[config.mk]
export PLATFORM = sky130hd
export DESIGN_NAME = memory_access
export DESIGN_NICKNAME = d
export VERILOG_FILES = /design/src/rtl/cpu_pkg.sv /design/src/rtl/memory_access_load_extend.sv /design/src/rtl/memory_access.sv
export SDC_FILE = /design/constraint.sdc
export NUM_CORES = 1
export LEC_CHECK = 0
export ABC_AREA = 1
export BUFFER_PORTS_ARGS = -buffer_cell sky130_fd_sc_hd__buf_2
export CAP_MARGIN = 20
export CORE_MARGIN = 4
export CORE_UTILIZATION = 50
export CTS_CLUSTER_DIAMETER = 60
export CTS_CLUSTER_SIZE = 28
export DETAILED_ROUTE_END_ITERATION = 10
export GPL_ROUTABILITY_DRIVEN = 0
export PLACE_DENSITY = 0.8
export SYNTH_ARGS = -nofsm -noshare
export SYNTH_HDL_FRONTEND = slang
export SYNTH_SLANG_ARGS = --single-unit
[constraint.sdc]
create_clock -name clk -period 3.41 [get_ports clk]
set_input_delay 0 -clock clk [delete_from_list [all_inputs] [get_ports clk]]
set_output_delay 0 -clock clk [all_outputs]
set_load 0.02 [all_outputs]
[src/rtl/cpu_pkg.sv]
// Shared types and decode helpers for the MEM pipeline stage.
package cpu_pkg;

  typedef enum logic [1:0] {
    IDLE = 2'd0,
    BUSY = 2'd1,
    DONE = 2'd2
  } mem_state_t;

  typedef enum logic [1:0] {
    SZ_BYTE = 2'd0,
    SZ_HWRD = 2'd1,
    SZ_WRD  = 2'd2
  } mem_size_t;

  // Byte wins over halfword; anything else (including no size bit) is a word.
  function automatic mem_size_t decode_size(input logic is_byte, input logic is_hwrd);
    mem_size_t sz;
    if (is_byte)      sz = SZ_BYTE;
    else if (is_hwrd) sz = SZ_HWRD;
    else              sz = SZ_WRD;
    return sz;
  endfunction

  function automatic logic is_misaligned(input mem_size_t sz, input logic [1:0] a);
    logic mis;
    unique case (sz)
      SZ_HWRD: mis = a[0];
      SZ_WRD:  mis = (a != 2'b00);
      default: mis = 1'b0;
    endcase
    return mis;
  endfunction

endpackage

[src/rtl/memory_access_load_extend.sv]
// Selects the addressed byte/halfword lane of a read word and sign/zero extends it.
module load_extend
  import cpu_pkg::*;
(
  input  logic [31:0] rdata_i,
  input  logic [1:0]  a_i,
  input  mem_size_t   size_i,
  input  logic        unsigned_i,
  output logic [31:0] result_o
);

  logic [7:0]  byte_sel;
  logic [15:0] hwrd_sel;

  assign byte_sel = rdata_i[{a_i, 3'b000} +: 8];
  assign hwrd_sel = rdata_i[{a_i[1], 4'b0000} +: 16];

  always_comb begin
    result_o = rdata_i;
    unique case (size_i)
      SZ_BYTE: result_o = unsigned_i ? {24'h0, byte_sel} : {{24{byte_sel[7]}}, byte_sel};
      SZ_HWRD: result_o = unsigned_i ? {16'h0, hwrd_sel} : {{16{hwrd_sel[15]}}, hwrd_sel};
      default: result_o = rdata_i;
    endcase
  end

endmodule

[src/rtl/memory_access.sv]
// MEM stage: issues aligned loads/stores on the req/ack bus, stalls upstream while
// a transfer is outstanding, and registers the result into the mem_wb stage.
module memory_access
  import cpu_pkg::*;
#(
  parameter int unsigned TIMEOUT = 16
) (
  input  logic        clk,
  input  logic        rst,
  input  logic        exec_mem_writeback,
  input  logic        exec_mem_link,
  input  logic        exec_mem_mem_w,
  input  logic        exec_mem_mem_r,
  input  logic        exec_mem_mem_rdu,
  input  logic        exec_mem_mem_byte,
  input  logic        exec_mem_mem_hwrd,
  input  logic        exec_mem_mem_wrd,
  input  logic [5:0]  exec_mem_rd,
  input  logic [31:0] exec_mem_alu_result,
  input  logic [31:0] exec_mem_mem_wdata,
  output logic        mem_stall,
  output logic [31:0] mem_exec_forward,
  output logic        dmem_req,
  output logic        dmem_we,
  output logic [31:0] dmem_addr,
  output logic [3:0]  dmem_wstrb,
  output logic [31:0] dmem_wdata,
  input  logic        dmem_ack,
  input  logic [31:0] dmem_rdata,
  output logic        mem_wb_writeback,
  output logic        mem_wb_link,
  output logic [5:0]  mem_wb_rd,
  output logic [31:0] mem_wb_result,
  output logic        mem_wb_misalign,
  output logic        mem_wb_buserr
);

  localparam int unsigned CNT_W    = (TIMEOUT > 1) ? $clog2(TIMEOUT) : 1;
  localparam int unsigned TMO_LAST = (TIMEOUT == 0) ? 0 : TIMEOUT - 1;

  mem_state_t state_q, state_d;

  logic             req_q, req_d, we_q, we_d;
  logic [31:0]      addr_q, addr_d, wdata_q, wdata_d;
  logic [3:0]       strb_q, strb_d;
  logic [CNT_W-1:0] cnt_q, cnt_d;
  logic             err_q, err_d;
  logic [31:0]      rdata_q, rdata_d;

  logic             hold_wb_q, hold_wb_d, hold_link_q, hold_link_d;
  logic             hold_load_q, hold_load_d, hold_rdu_q, hold_rdu_d;
  logic [5:0]       hold_rd_q, hold_rd_d;
  logic [31:0]      hold_alu_q, hold_alu_d;
  mem_size_t        hold_size_q, hold_size_d;

  logic             wb_wb_q, wb_wb_d, wb_link_q, wb_link_d;
  logic [5:0]       wb_rd_q, wb_rd_d;
  logic [31:0]      wb_res_q, wb_res_d;
  logic             wb_mis_q, wb_mis_d, wb_err_q, wb_err_d;

  mem_size_t   size_c;
  logic [1:0]  a_c;
  logic        mem_op_c, misalign_c, aligned_op_c, is_store_c, timeout_hit_c;
  logic [3:0]  st_strb_c;
  logic [31:0] st_wdata_c, ext_c;
  logic        unused_wrd;

  // Word size is the fallback when neither byte nor halfword is set.
  assign unused_wrd = exec_mem_mem_wrd;

  assign size_c        = decode_size(exec_mem_mem_byte, exec_mem_mem_hwrd);
  assign a_c           = exec_mem_alu_result[1:0];
  assign mem_op_c      = exec_mem_mem_r | exec_mem_mem_w;
  assign is_store_c    = exec_mem_mem_w;
  assign misalign_c    = mem_op_c & is_misaligned(size_c, a_c);
  assign aligned_op_c  = mem_op_c & ~misalign_c;
  assign timeout_hit_c = (TIMEOUT != 0) && (cnt_q == CNT_W'(TMO_LAST));

  always_comb begin
    st_strb_c  = 4'hF;
    st_wdata_c = exec_mem_mem_wdata;
    unique case (size_c)
      SZ_BYTE: begin
        st_strb_c  = 4'(4'b0001 << a_c);
        st_wdata_c = {4{exec_mem_mem_wdata[7:0]}};
      end
      SZ_HWRD: begin
        st_strb_c  = 4'(4'b0011 << a_c);
        st_wdata_c = {2{exec_mem_mem_wdata[15:0]}};
      end
      default: ;
    endcase
  end

  load_extend u_load_extend (
    .rdata_i    (dmem_rdata),
    .a_i        (hold_alu_q[1:0]),
    .size_i     (hold_size_q),
    .unsigned_i (hold_rdu_q),
    .result_o   (ext_c)
  );

  always_ff @(posedge clk) begin
    if (rst) state_q <= IDLE;
    else     state_q <= state_d;
  end

  always_comb begin
    state_d = state_q;
    unique case (state_q)
      IDLE:    if (aligned_op_c) state_d = BUSY;
      BUSY:    if (dmem_ack || timeout_hit_c) state_d = DONE;
      DONE:    state_d = IDLE;
      default: state_d = IDLE;
    endcase
  end

  // Datapath next values; mem_wb defaults to a bubble every cycle.
  always_comb begin
    mem_stall   = 1'b0;
    req_d       = req_q;
    we_d        = we_q;
    addr_d      = addr_q;
    strb_d      = strb_q;
    wdata_d     = wdata_q;
    cnt_d       = cnt_q;
    err_d       = err_q;
    rdata_d     = rdata_q;
    hold_wb_d   = hold_wb_q;
    hold_link_d = hold_link_q;
    hold_load_d = hold_load_q;
    hold_rdu_d  = hold_rdu_q;
    hold_rd_d   = hold_rd_q;
    hold_alu_d  = hold_alu_q;
    hold_size_d = hold_size_q;
    wb_wb_d     = 1'b0;
    wb_link_d   = 1'b0;
    wb_rd_d     = '0;
    wb_res_d    = '0;
    wb_mis_d    = 1'b0;
    wb_err_d    = 1'b0;
    unique case (state_q)
      IDLE: begin
        if (aligned_op_c) begin
          mem_stall   = 1'b1;
          req_d       = 1'b1;
          we_d        = is_store_c;
          addr_d      = {exec_mem_alu_result[31:2], 2'b00};
          strb_d      = is_store_c ? st_strb_c : 4'h0;
          wdata_d     = is_store_c ? st_wdata_c : 32'h0;
          cnt_d       = '0;
          err_d       = 1'b0;
          hold_wb_d   = exec_mem_writeback;
          hold_link_d = exec_mem_link;
          hold_load_d = ~is_store_c;
          hold_rdu_d  = exec_mem_mem_rdu;
          hold_rd_d   = exec_mem_rd;
          hold_alu_d  = exec_mem_alu_result;
          hold_size_d = size_c;
        end else begin
          wb_wb_d   = exec_mem_writeback & ~misalign_c;
          wb_link_d = exec_mem_link;
          wb_rd_d   = exec_mem_rd;
          wb_res_d  = exec_mem_alu_result;
          wb_mis_d  = misalign_c;
        end
      end
      BUSY: begin
        mem_stall = 1'b1;
        if (dmem_ack) begin
          rdata_d = ext_c;
          req_d   = 1'b0;
        end else if (timeout_hit_c) begin
          req_d = 1'b0;
          err_d = 1'b1;
        end else begin
          cnt_d = cnt_q + CNT_W'(1);
        end
      end
      DONE: begin
        wb_wb_d   = hold_wb_q & ~err_q;
        wb_link_d = hold_link_q;
        wb_rd_d   = hold_rd_q;
        wb_res_d  = hold_load_q ? rdata_q : hold_alu_q;
        wb_err_d  = err_q;
        err_d     = 1'b0;
      end
      default: ;
    endcase
  end

  always_ff @(posedge clk) begin
    if (rst) begin
      req_q       <= 1'b0;
      we_q        <= 1'b0;
      addr_q      <= '0;
      strb_q      <= '0;
      wdata_q     <= '0;
      cnt_q       <= '0;
      err_q       <= 1'b0;
      rdata_q     <= '0;
      hold_wb_q   <= 1'b0;
      hold_link_q <= 1'b0;
      hold_load_q <= 1'b0;
      hold_rdu_q  <= 1'b0;
      hold_rd_q   <= '0;
      hold_alu_q  <= '0;
      hold_size_q <= SZ_WRD;
      wb_wb_q     <= 1'b0;
      wb_link_q   <= 1'b0;
      wb_rd_q     <= '0;
      wb_res_q    <= '0;
      wb_mis_q    <= 1'b0;
      wb_err_q    <= 1'b0;
    end else begin
      req_q       <= req_d;
      we_q        <= we_d;
      addr_q      <= addr_d;
      strb_q      <= strb_d;
      wdata_q     <= wdata_d;
      cnt_q       <= cnt_d;
      err_q       <= err_d;
      rdata_q     <= rdata_d;
      hold_wb_q   <= hold_wb_d;
      hold_link_q <= hold_link_d;
      hold_load_q <= hold_load_d;
      hold_rdu_q  <= hold_rdu_d;
      hold_rd_q   <= hold_rd_d;
      hold_alu_q  <= hold_alu_d;
      hold_size_q <= hold_size_d;
      wb_wb_q     <= wb_wb_d;
      wb_link_q   <= wb_link_d;
      wb_rd_q     <= wb_rd_d;
      wb_res_q    <= wb_res_d;
      wb_mis_q    <= wb_mis_d;
      wb_err_q    <= wb_err_d;
    end
  end

  assign mem_exec_forward = exec_mem_alu_result;
  assign dmem_req         = req_q;
  assign dmem_we          = we_q;
  assign dmem_addr        = addr_q;
  assign dmem_wstrb       = strb_q;
  assign dmem_wdata       = wdata_q;
  assign mem_wb_writeback = wb_wb_q;
  assign mem_wb_link      = wb_link_q;
  assign mem_wb_rd        = wb_rd_q;
  assign mem_wb_result    = wb_res_q;
  assign mem_wb_misalign  = wb_mis_q;
  assign mem_wb_buserr    = wb_err_q;

endmodule

==> results.md <==
- Status: finished, final reports clean
- Die width: 130.1 um
- Fraction of registers with async set or reset after synthesis: 0%
- Relative slew slack: 27.66%
- Clk pwr share: 38.5%
- Yosys cell types: 35
- Post-Synth XOR/XNOR Area: 0.2350%
- Initial core utilization: 51.09%
- Met2 GRT Util: 48.76%
- CP Data Arrival Time: 2.66 ns
- P&R area growth vs syn: 33.78%
- Peak Freq: 427.4 MHz
- WS Path Type: primary input to flop
- Sum of negative setup slack: 0 ns
- M3 GR Usage: 7.614%
- Hold path startpoint: exec_mem_mem_r
- WL/cell: 17.49 um
- Worst-Margin Slew: 1.082 ns
- Crit Reg-Reg Endpoint: dmem_wdata[3]$_SDFFE_PP0P_
- 1st-iter DRT viols: 787
- CP max-delay cell: nand2_1
- Mapped Avg Cell Area: 7.468 um2
- Mux cell area share after synthesis: 0.5372%
- Vias per cell: 5.522
- Clock Skews: 0.01150 ns
- Post-route DRC: 0
- Peak VDD IR: 0.3066 mV
- Gr usage total: 29.66%
- Layout filler cell count: 1117
- Maxcap violations: 0
- Fin crit period: 2.340 ns
- Initial antenna violation count: 0
- Sequential share of power: 41.7%
- Busiest grt layer: met2
- First-pass GRT wire length: 39830 um
- Rows: 44
- Clock latency on the worst-skew pair: 0.42 ns
- Critical path data required time: 3.73 ns
- Synth Area in Compound Gates: 22.65%
- Post-synthesis cell area: 7453 um2
- PortBufs: 254
- Placed cell area: 8220 um2
- P per Cell Area: 509.3 nW/um2
- Total CTS buffers: 17
- Routed Antenna Nets: 0
- Routed via count: 8101
- Post-synthesis sequential area ratio: 43.78%
- Reg2reg start: state_q[0]$_SDFFE_PP0P_
- CTS tree: done
- Hold Crit Class: primary input to flop
- Post-synthesis cell count: 998
- Drt first pass iters: 5
- WP buf/inv: 3
- Core ar.: 14590 um2
- M1 GR Usage: 34.76%
- Clock Tree Buf Depth: 2
- Ys flop type: dfxtp_1
- Clk slew on worst S/H paths: 0.07 ns
- Crit end category: flop
- Final critical-path share of the clock period: 68.62%
- Setup violations, final: 0
- Cell area after layout: 9971 um2
- Logic pwr share: 19.9%
- Synth Area in Simple Gates: 18.20%
- Net Switching: 1.583 mW
- Reg2Reg Depth: 5
- Hold_ws: 0.02259 ns
- Startpoint types: primary input
- Clock sink count: 163
- Switch share: 31.17%
- Final wirelength: 25660 um
- H-tree depth: 4
- CP Cell Sequence: dlygate4sd3_1, buf_2, inv_2, o21ai_2, nand2_2, nand3_4, nor2_8, nand2_1, o21ai_1
- CTS-repair resized insts: 0
- YS warnings: 0
- DIE AREA: 16920 um2
- Commonest non-fill, non-tap cell in the layout: buf_2
- Hold Path Sink: mem_wb_writeback$_SDFF_PP0_
- P_int: 3.495 mW
- Family with the most delay on the worst path: simple AND/OR/NAND/NOR gates
- Largest family of logic cells by synthesized area: compound AO/OA/AOI/OAI gates
- Post-synth EDFFs: 0
- Die Y: 130.1 um
- Root Driver: clkbuf_16
- Final nets: 1383
- Top Ports: 258
- Final slew viol count: 0
- Pin count of the biggest net entering global routing: 75
- Seq cells post-synth: 163
- Critical-path maximum fanout: 30
- Worst R2R Setup Slack: 1.08 ns
- Layout cells sized above 1: 26.76%
- Pleak: 4.639 nW
- Most frequent cells in the layout: 254 x buf_2, 217 x nand2_1, 169 x a21oi_1
- Hold path cells: 5
- Overflow after GRT: 0
- RSZ-0062 raised after global routing: no
- Crit-path max cell delay: 0.65 ns
- Final hold violations: 0
- DP HPWL: 15120 um
- Vias in the first global route: 8022
- Adder-cell area share of the yosys netlist: 0.1679%
## worst max-delay path by stage
| stage | startpoint | to | cells after the start |
|---|---|---|---|
| final | exec_mem_alu_result[1] | dmem_wdata[3]$_SDFFE_PP0P_ | 9 |
| after global routing | state_q[0]$_SDFFE_PP0P_ | dmem_wdata[3]$_SDFFE_PP0P_ | 5 |
| after CTS | state_q[0]$_SDFFE_PP0P_ | dmem_wdata[23]$_SDFFE_PP0P_ | 5 |
| after detailed placement | state_q[0]$_SDFFE_PP0P_ | dmem_wdata[23]$_SDFFE_PP0P_ | 5 |
| after global placement | state_q[0]$_SDFFE_PP0P_ | dmem_wdata[20]$_SDFFE_PP0P_ | 5 |
| after floorplan | hold_alu_q[1]$_SDFFE_PP0P_ | rdata_q[22]$_SDFFE_PP0P_ | 9 |
## power groups by stage
stage / Sequential, mW / Clock (mW) / Combinational [mW]
after CTS: 2.11 / 1.97 / 0.973
after floorplan: 2.20 / 0 / 0.597
after detailed placement: 2.15 / 0 / 0.862
after global routing: 2.13 / 2.04 / 1.09
final: 2.12 / 1.95 / 1.01
after global placement: 2.15 / 0 / 0.850
## sequential cells by signal, indices dropped and copies added, names as in the netlist, 2 cells and up
signal / count
mem_wb_result: 32
dmem_wdata: 32
hold_alu_q: 32
rdata_q: 32
state_q: 2
dmem_wstrb: 4
cnt_q: 4
hold_size_q: 2
mem_wb_rd: 6
hold_rd_q: 6
## per-stage QoR
| step | worst slack (ns) | std cells | power [mW] | utilization [%] |
|---|---|---|---|---|
| floorplan | 2.099 | 999 | 2.793 | - |
| global placement | 1.285 | 1319 | 3.000 | 56.35 |
| detailed placement | 1.244 | 1319 | 3.016 | 56.35 |
| CTS | 1.207 | 1466 | 5.059 | 68.33 |
| global route | 0.9205 | 1466 | 5.266 | 68.33 |
| finish | 1.070 | 1467 | 5.078 | 68.34 |
## cell usage after synthesis (all sizes together) (6+ instances only)
cell	n	area (um2)
nand3	37	197.7
nand4	7	43.79
nand2	233	919.6
clkbuf	26	97.59
dfxtp	163	3263
inv	75	281.5
o211ai	10	75.07
a21boi	6	45.04
nor2	30	167.7
buf	99	693.2
a21oi	184	984.7
o21ai	114	574.3
## final cells by class
cell class,count,area [um2],share of cell area [%]
sequential,163,3263,32.73
inverter,75,281.5,2.823
clock inverter,15,171.4,1.719
antenna,1,2.502,0.02510
clock buffer,17,425.4,4.267
multi-input combinational,636,3122,31.31
tap,184,230.2,2.309
timing repair buffer,376,2475,24.82
## metal layers
metal	part of all wire (%)	vias to the layer above
li1	-	3761
met2	46	514
met5	0	-
met3	10	125
met4	5.3	0
met1	38	3701
## repair_timing
action / 4_1_cts / 5_1_grt
setup buffers: 0 / 0
endpoints found under the hold margin: 148 / 0
hold buffers: 115 / 0
## tightest hold or removal path: cells and delay by family
| kind | cells | cell delay [ns] |
|---|---|---|
| AND/OR/NAND/NOR | 2 | 0.20 |
| AO/OA/AOI/OAI | 1 | 0.05 |
| buffers and inverters | 2 | 0.13 |
## cells by family after synthesis
family | after synthesis
simple gates | 312
buf+inv | 200
other cells | 1
xor+xnor | 2
compound gates | 315
flops | 163
fa+ha+maj | 1
mux | 4
Power figures use the tool's default switching activity.
